<file path="config.mk">
export PLATFORM = sky130hd
export DESIGN_NAME = uart_tx_datapath
export DESIGN_NICKNAME = d
export VERILOG_FILES = /design/src/rtl/uart_tx_datapath.sv
export SDC_FILE = /design/constraint.sdc
export NUM_CORES = 1
export LEC_CHECK = 0
export ABC_CLOCK_PERIOD_IN_PS = 3550
export BUFFER_PORTS_ARGS = -buffer_cell sky130_fd_sc_hd__buf_2
export CAP_MARGIN = 30
export CORE_ASPECT_RATIO = 0.7
export CORE_MARGIN = 8
export CORE_UTILIZATION = 40
export DETAILED_ROUTE_END_ITERATION = 8
export SKIP_LAST_GASP = 1
export SYNTH_ARGS = -nofsm -noshare
export SYNTH_HDL_FRONTEND = slang
export SYNTH_SLANG_ARGS = --single-unit
</file>
<file path="constraint.sdc">
create_clock -name clk -period 3.55 [get_ports clk]
set_clock_uncertainty 0.2 [all_clocks]
set_input_delay 0 -clock clk [delete_from_list [all_inputs] [get_ports clk]]
set_output_delay 0 -clock clk [all_outputs]
set_load 0.01 [all_outputs]
</file>
<file path="src/rtl/uart_tx_datapath.sv">
// ----------------------------------------------------------------------------
// uart_tx_datapath
//
// Purpose:
//   Transmit-side datapath of a UART. Captures one parallel payload, computes
//   its parity, shifts it out LSB first under control of an external TX
//   control FSM and drives the registered serial line. An internal
//   EMPTY/LOADED/SHIFT/TAIL FSM tracks the held frame so that a new payload
//   can only be captured once the previous frame has been fully sent.
//
// Parameters:
//   DATA_WIDTH  payload width in bits (5..8)
//
// Ports:
//   clk         in   system clock, rising edge
//   rst         in   asynchronous reset, active low
//   P_DATA      in   parallel payload, sampled only on capture
//   Data_Valid  in   payload strobe, honoured only in EMPTY
//   PAR_TYP     in   parity type (0 even, 1 odd), sampled with P_DATA
//   ser_en      in   shift enable from the TX control FSM
//   mux_sel     in   line source: 11 start, 01 data, 00 parity, 10 idle/stop
//   ser_done    out  high while the last payload bit is being presented
//   TX_OUT      out  registered serial line
// ----------------------------------------------------------------------------
module uart_tx_datapath #(
  parameter int unsigned DATA_WIDTH = 8
) (
  input  logic                  clk,
  input  logic                  rst,
  input  logic [DATA_WIDTH-1:0] P_DATA,
  input  logic                  Data_Valid,
  input  logic                  PAR_TYP,
  input  logic                  ser_en,
  input  logic [1:0]            mux_sel,
  output logic                  ser_done,
  output logic                  TX_OUT
);

  // Counter only ever needs to reach DATA_WIDTH-1.
  localparam int unsigned CntW = (DATA_WIDTH > 1) ? $clog2(DATA_WIDTH) : 1;
  localparam logic [CntW-1:0] LastIdx = CntW'(DATA_WIDTH - 1);

  localparam logic [1:0] MuxStart  = 2'b11;
  localparam logic [1:0] MuxData   = 2'b01;
  localparam logic [1:0] MuxParity = 2'b00;
  localparam logic [1:0] MuxIdle   = 2'b10;

  typedef enum logic [1:0] {
    StEmpty,
    StLoaded,
    StShift,
    StTail
  } state_e;

  state_e                r_state;
  state_e                w_state_next;
  logic [DATA_WIDTH-1:0] r_shift;
  logic [DATA_WIDTH-1:0] w_shift_next;
  logic [CntW-1:0]       r_count;
  logic [CntW-1:0]       w_count_next;
  logic                  r_parity;
  logic                  w_parity_next;
  logic                  r_tx;
  logic                  w_tx_next;
  logic                  w_last_bit;

  // Last payload bit is on bit 0 of the shift register.
  assign w_last_bit = (r_state == StShift) && (r_count == LastIdx);

  // --------------------------------------------------------------------------
  // FSM: state register
  // --------------------------------------------------------------------------
  always_ff @(posedge clk or negedge rst) begin
    if (!rst) begin
      r_state <= StEmpty;
    end else begin
      r_state <= w_state_next;
    end
  end

  // --------------------------------------------------------------------------
  // FSM: next-state logic
  // --------------------------------------------------------------------------
  always_comb begin
    w_state_next = r_state;
    case (r_state)
      StEmpty: begin
        if (Data_Valid) begin
          w_state_next = StLoaded;
        end
      end
      StLoaded: begin
        if (ser_en) begin
          w_state_next = StShift;
        end
      end
      StShift: begin
        // Leaves on the last bit regardless of ser_en.
        if (w_last_bit) begin
          w_state_next = StTail;
        end
      end
      StTail: begin
        if (mux_sel == MuxIdle) begin
          w_state_next = StEmpty;
        end
      end
      default: w_state_next = StEmpty;
    endcase
  end

  // --------------------------------------------------------------------------
  // FSM: outputs
  // --------------------------------------------------------------------------
  always_comb begin
    ser_done = w_last_bit;
  end

  // --------------------------------------------------------------------------
  // Payload shift register, bit counter and parity
  // --------------------------------------------------------------------------
  always_comb begin
    w_shift_next  = r_shift;
    w_count_next  = r_count;
    w_parity_next = r_parity;
    case (r_state)
      StEmpty: begin
        if (Data_Valid) begin
          w_shift_next  = P_DATA;
          w_parity_next = (^P_DATA) ^ PAR_TYP;
          w_count_next  = '0;
        end
      end
      StLoaded: begin
        if (ser_en) begin
          w_shift_next = {1'b0, r_shift[DATA_WIDTH-1:1]};
          w_count_next = CntW'(1);
        end
      end
      StShift: begin
        if (w_last_bit) begin
          // No shift here: bit DATA_WIDTH-1 stays on bit 0 through TAIL.
          w_count_next = '0;
        end else if (ser_en) begin
          w_shift_next = {1'b0, r_shift[DATA_WIDTH-1:1]};
          w_count_next = r_count + CntW'(1);
        end
      end
      StTail: begin
        w_shift_next = r_shift;
      end
      default: begin
        w_shift_next = r_shift;
      end
    endcase
  end

  always_ff @(posedge clk or negedge rst) begin
    if (!rst) begin
      r_shift  <= '0;
      r_count  <= '0;
      r_parity <= 1'b0;
    end else begin
      r_shift  <= w_shift_next;
      r_count  <= w_count_next;
      r_parity <= w_parity_next;
    end
  end

  // --------------------------------------------------------------------------
  // Serial line mux, registered so TX_OUT is glitch free and has no
  // combinational path from any input.
  // --------------------------------------------------------------------------
  always_comb begin
    w_tx_next = 1'b1;
    case (mux_sel)
      MuxStart:  w_tx_next = 1'b0;
      MuxData:   w_tx_next = r_shift[0];
      MuxParity: w_tx_next = r_parity;
      MuxIdle:   w_tx_next = 1'b1;
      default:   w_tx_next = 1'b1;
    endcase
  end

  always_ff @(posedge clk or negedge rst) begin
    if (!rst) begin
      r_tx <= 1'b1;
    end else begin
      r_tx <= w_tx_next;
    end
  end

  assign TX_OUT = r_tx;

  // Counter must never run past the last payload index.
  always_ff @(posedge clk) begin
    if (rst) begin
      assert (r_count <= LastIdx);
    end
  end

endmodule

</file>
==> flow_summary.json <==
{
  "fin_tns_setup_ns": 0,
  "cellPowerDensity_nw_per_um2": 772,
  "rsz0062_at_grt": "no",
  "placeableCoreArea_um2": 2190,
  "layout.nets": 145,
  "required_ns": 3.56,
  "diodes": 0,
  "timing.final.ws_setup_ns": 1.40,
  "crit_start": "r_state[0]$_DFFE_PN0P_",
  "synth_seq_cells": 15,
  "path_cells": "inv_1 -> ha_1 -> nand2b_1 -> nor4bb_2 -> buf_4 -> nand3b_1 -> o21ai_1",
  "num_io_pins": 17,
  "layout_common_cells": "buf_2, dlygate4sd3_1, dfrtp_1",
  "drtAntennaViolNets": 0,
  "status": "finished, violations left",
  "grt_first_pass_wirelength_um": 3510,
  "synth.distinct_cells": 30,
  "placement.cell_area_um2": 1050,
  "htreeDepth": 1,
  "grt_max_degree": 17,
  "first_pass_iters": 3,
  "worst_pin_slew_ns": 0.610,
  "initial_core_util": 0.430,
  "antenna_found_initial": 0,
  "worstSetupEndpointType": "flop",
  "dp_hpwl_um": 1570,
  "min_period_over_period": 0.606,
  "numClockSinks": 15,
  "root_buffer": "clkbuf_4",
  "path_class": "reg2reg",
  "design_area_um2": 1210,
  "cts_resized": 0,
  "holdWs_ns": -0.00366,
  "place.gp.congestion": 0.838,
  "insertion_delay_ns": 0.29,
  "min_period_ns": 2.15,
  "synth.largest_area_cell": "dfrtp_1",
  "synth_area_leaders": "dfrtp_1, ha_1, mux2i_1, xnor2_1, a21oi_1",
  "cts_tree": "built",
  "min_path_type": "in2async",
  "slew_headroom": 0.592,
  "via_count": 715,
  "r2r_cells": 7,
  "cp_top_family": "adder cells",
  "cts.path.max_buffers": 2,
  "slew_viol_final": 0,
  "wl_per_cell_um": 13.3,
  "numCtsBuffers": 3,
  "drive_above_1_share": 0.256,
  "die_h_um": 56.6,
  "drc": 0,
  "path_clk_slew_ns": 0.09,
  "path_buf_inv": 2,
  "final_common_cell": "buf_2",
  "drt_iter0_drc": 28,
  "syn_nets": 112,
  "cp-start-kind": "flop",
  "finalSetupViolations": 0,
  "fin_util": 0.555,
  "drv_cap": 0,
  "cp.arrival_ns": 2.16,
  "preCtsSetupSlack_ns": 1.43,
  "syn_inst": 89,
  "ys_seq_area_frac": 0.400,
  "path_depth": 7,
  "fp.dieArea_um2": 4190,
  "numPortBuffers": 16,
  "synth_area_um2": 941,
  "grtUsageTotal": 0.108,
  "fmax_mhz": 465,
  "area_growth_pct": 29.1,
  "finalHoldViolCount": 2,
  "rows": 14,
  "die_w_um": 74.0,
  "worst-path-max-fanout": 16,
  "slowest_stage": "ha_1",
  "drt-total-wl_um": 2040,
  "worst_path_largest_cell_delay_ns": 0.51,
  "routed_via_density": 4.67,
  "r2r_end": "r_shift[7]$_DFFE_PN0P_",
  "yosys_warnings": 0,
  "grt_overflow": 0,
  "leakage_nw": 0.587,
  "grt_pass1_vias": 781,
  "r2r_slack_ns": 1.40,
  "vdd_drop_max_mv": 0.337,
  "yosysTopAreaCellShare": 0.372,
  "timing.rr.start": "r_state[0]$_DFFE_PN0P_",
  "syn_avg_cell_area_um2": 10.6,
  "violations": "negative hold slack"
}
==> layer usage <==
| layer | track usage | vias up | wire length [um] |
|---|---|---|---|
| li1 | - | 365 | - |
| met1 | 0.141 | 338 | 1020 |
| met2 | 0.168 | 10 | 934 |
| met3 | 0.0442 | 2 | 76 |
| met4 | 0.00850 | 0 | 8 |
| met5 | 0 | - | 0 |
==> sequential cells by signal, summed over array words and instances (netlist names) <==
signal / cells
TX_OUT: 1
r_count: 3
r_parity: 1
r_shift: 8
r_state: 2
==> power by group <==
group | switching (W) | total (W) | internal (W) | leakage, nW
sequential | 0.0000513 | 0.000301 | 0.000250 | 0.178
combinational | 0.000280 | 0.000537 | 0.000257 | 0.391
clock | 0.0000579 | 0.0000997 | 0.0000419 | 0.0177
==> metrics by stage <==
stage,hold WS (ns),instances,total power [W]
after floorplan,-0.496,89,0.000734
after global placement,-0.273,135,0.000797
final,-0.00366,153,0.000938
after detailed placement,-0.277,135,0.000819
after CTS,0.00160,153,0.000946
after global routing,0.00705,153,0.00103
==> worst max-delay path by stage <==
stage / end / slack (ns)
4_1_cts: r_shift[7]$_DFFE_PN0P_ / 1.39
3_3_place_gp: r_shift[7]$_DFFE_PN0P_ / 1.55
5_1_grt: r_shift[4]$_DFFE_PN0P_ / 1.19
3_5_place_dp: r_shift[4]$_DFFE_PN0P_ / 1.43
2_1_floorplan: r_shift[5]$_DFFE_PN0P_ / 1.71
6_report: r_shift[7]$_DFFE_PN0P_ / 1.40
==> synth_stat cells <==
cell type / instances
dfrtp_1: 14
ha_1: 8
mux2i_1: 8
nor2_1: 8
inv_1: 7
a21oi_1: 6
nand2b_1: 4
xnor2_1: 4
o21ai_0: 3
a21oi_2: 2
mux2_2: 2
nand2_1: 2
nor2_2: 2
nor2b_1: 2
xor2_1: 2
and2_4: 1
and3_1: 1
buf_2: 1
buf_4: 1
buf_8: 1
dfstp_2: 1
mux2_1: 1
nand3b_1: 1
nor3_1: 1
nor3_2: 1
nor4bb_1: 1
o21ai_1: 1
o221ai_1: 1
o32a_1: 1
xnor3_1: 1
==> final cells by class <==
cell class              instances  area [um^2]
fillers                       203          975
multi-input cells              64          517
flip-flops and latches         15          377
repair buffers                 31          228
well taps                      32         40.0
inverters                       7         26.3
clock buffers                   3         22.5
clock inverters                 1         5.00
==> logic make-up (layout without fill, tap and decap cells) <==
group           Yosys count  after routing  share of synthesized area
compound gates           14             14                     0.0918
xor+xnor                  7              7                     0.0798
fa+ha+maj                 8              8                      0.106
buf+inv                  10             42                     0.0572
flops                    15             15                      0.400
mux                      11             11                      0.121
simple gates             24             24                      0.144
==> what timing repair did <==
action / in CTS / in global routing
buffers inserted: 0 / 0
endpoints found under the hold margin: 25 / 0
hold buffers: 14 / 0
setup endpoints to repair: 0 / 0
(Power assumes the default switching activity.)
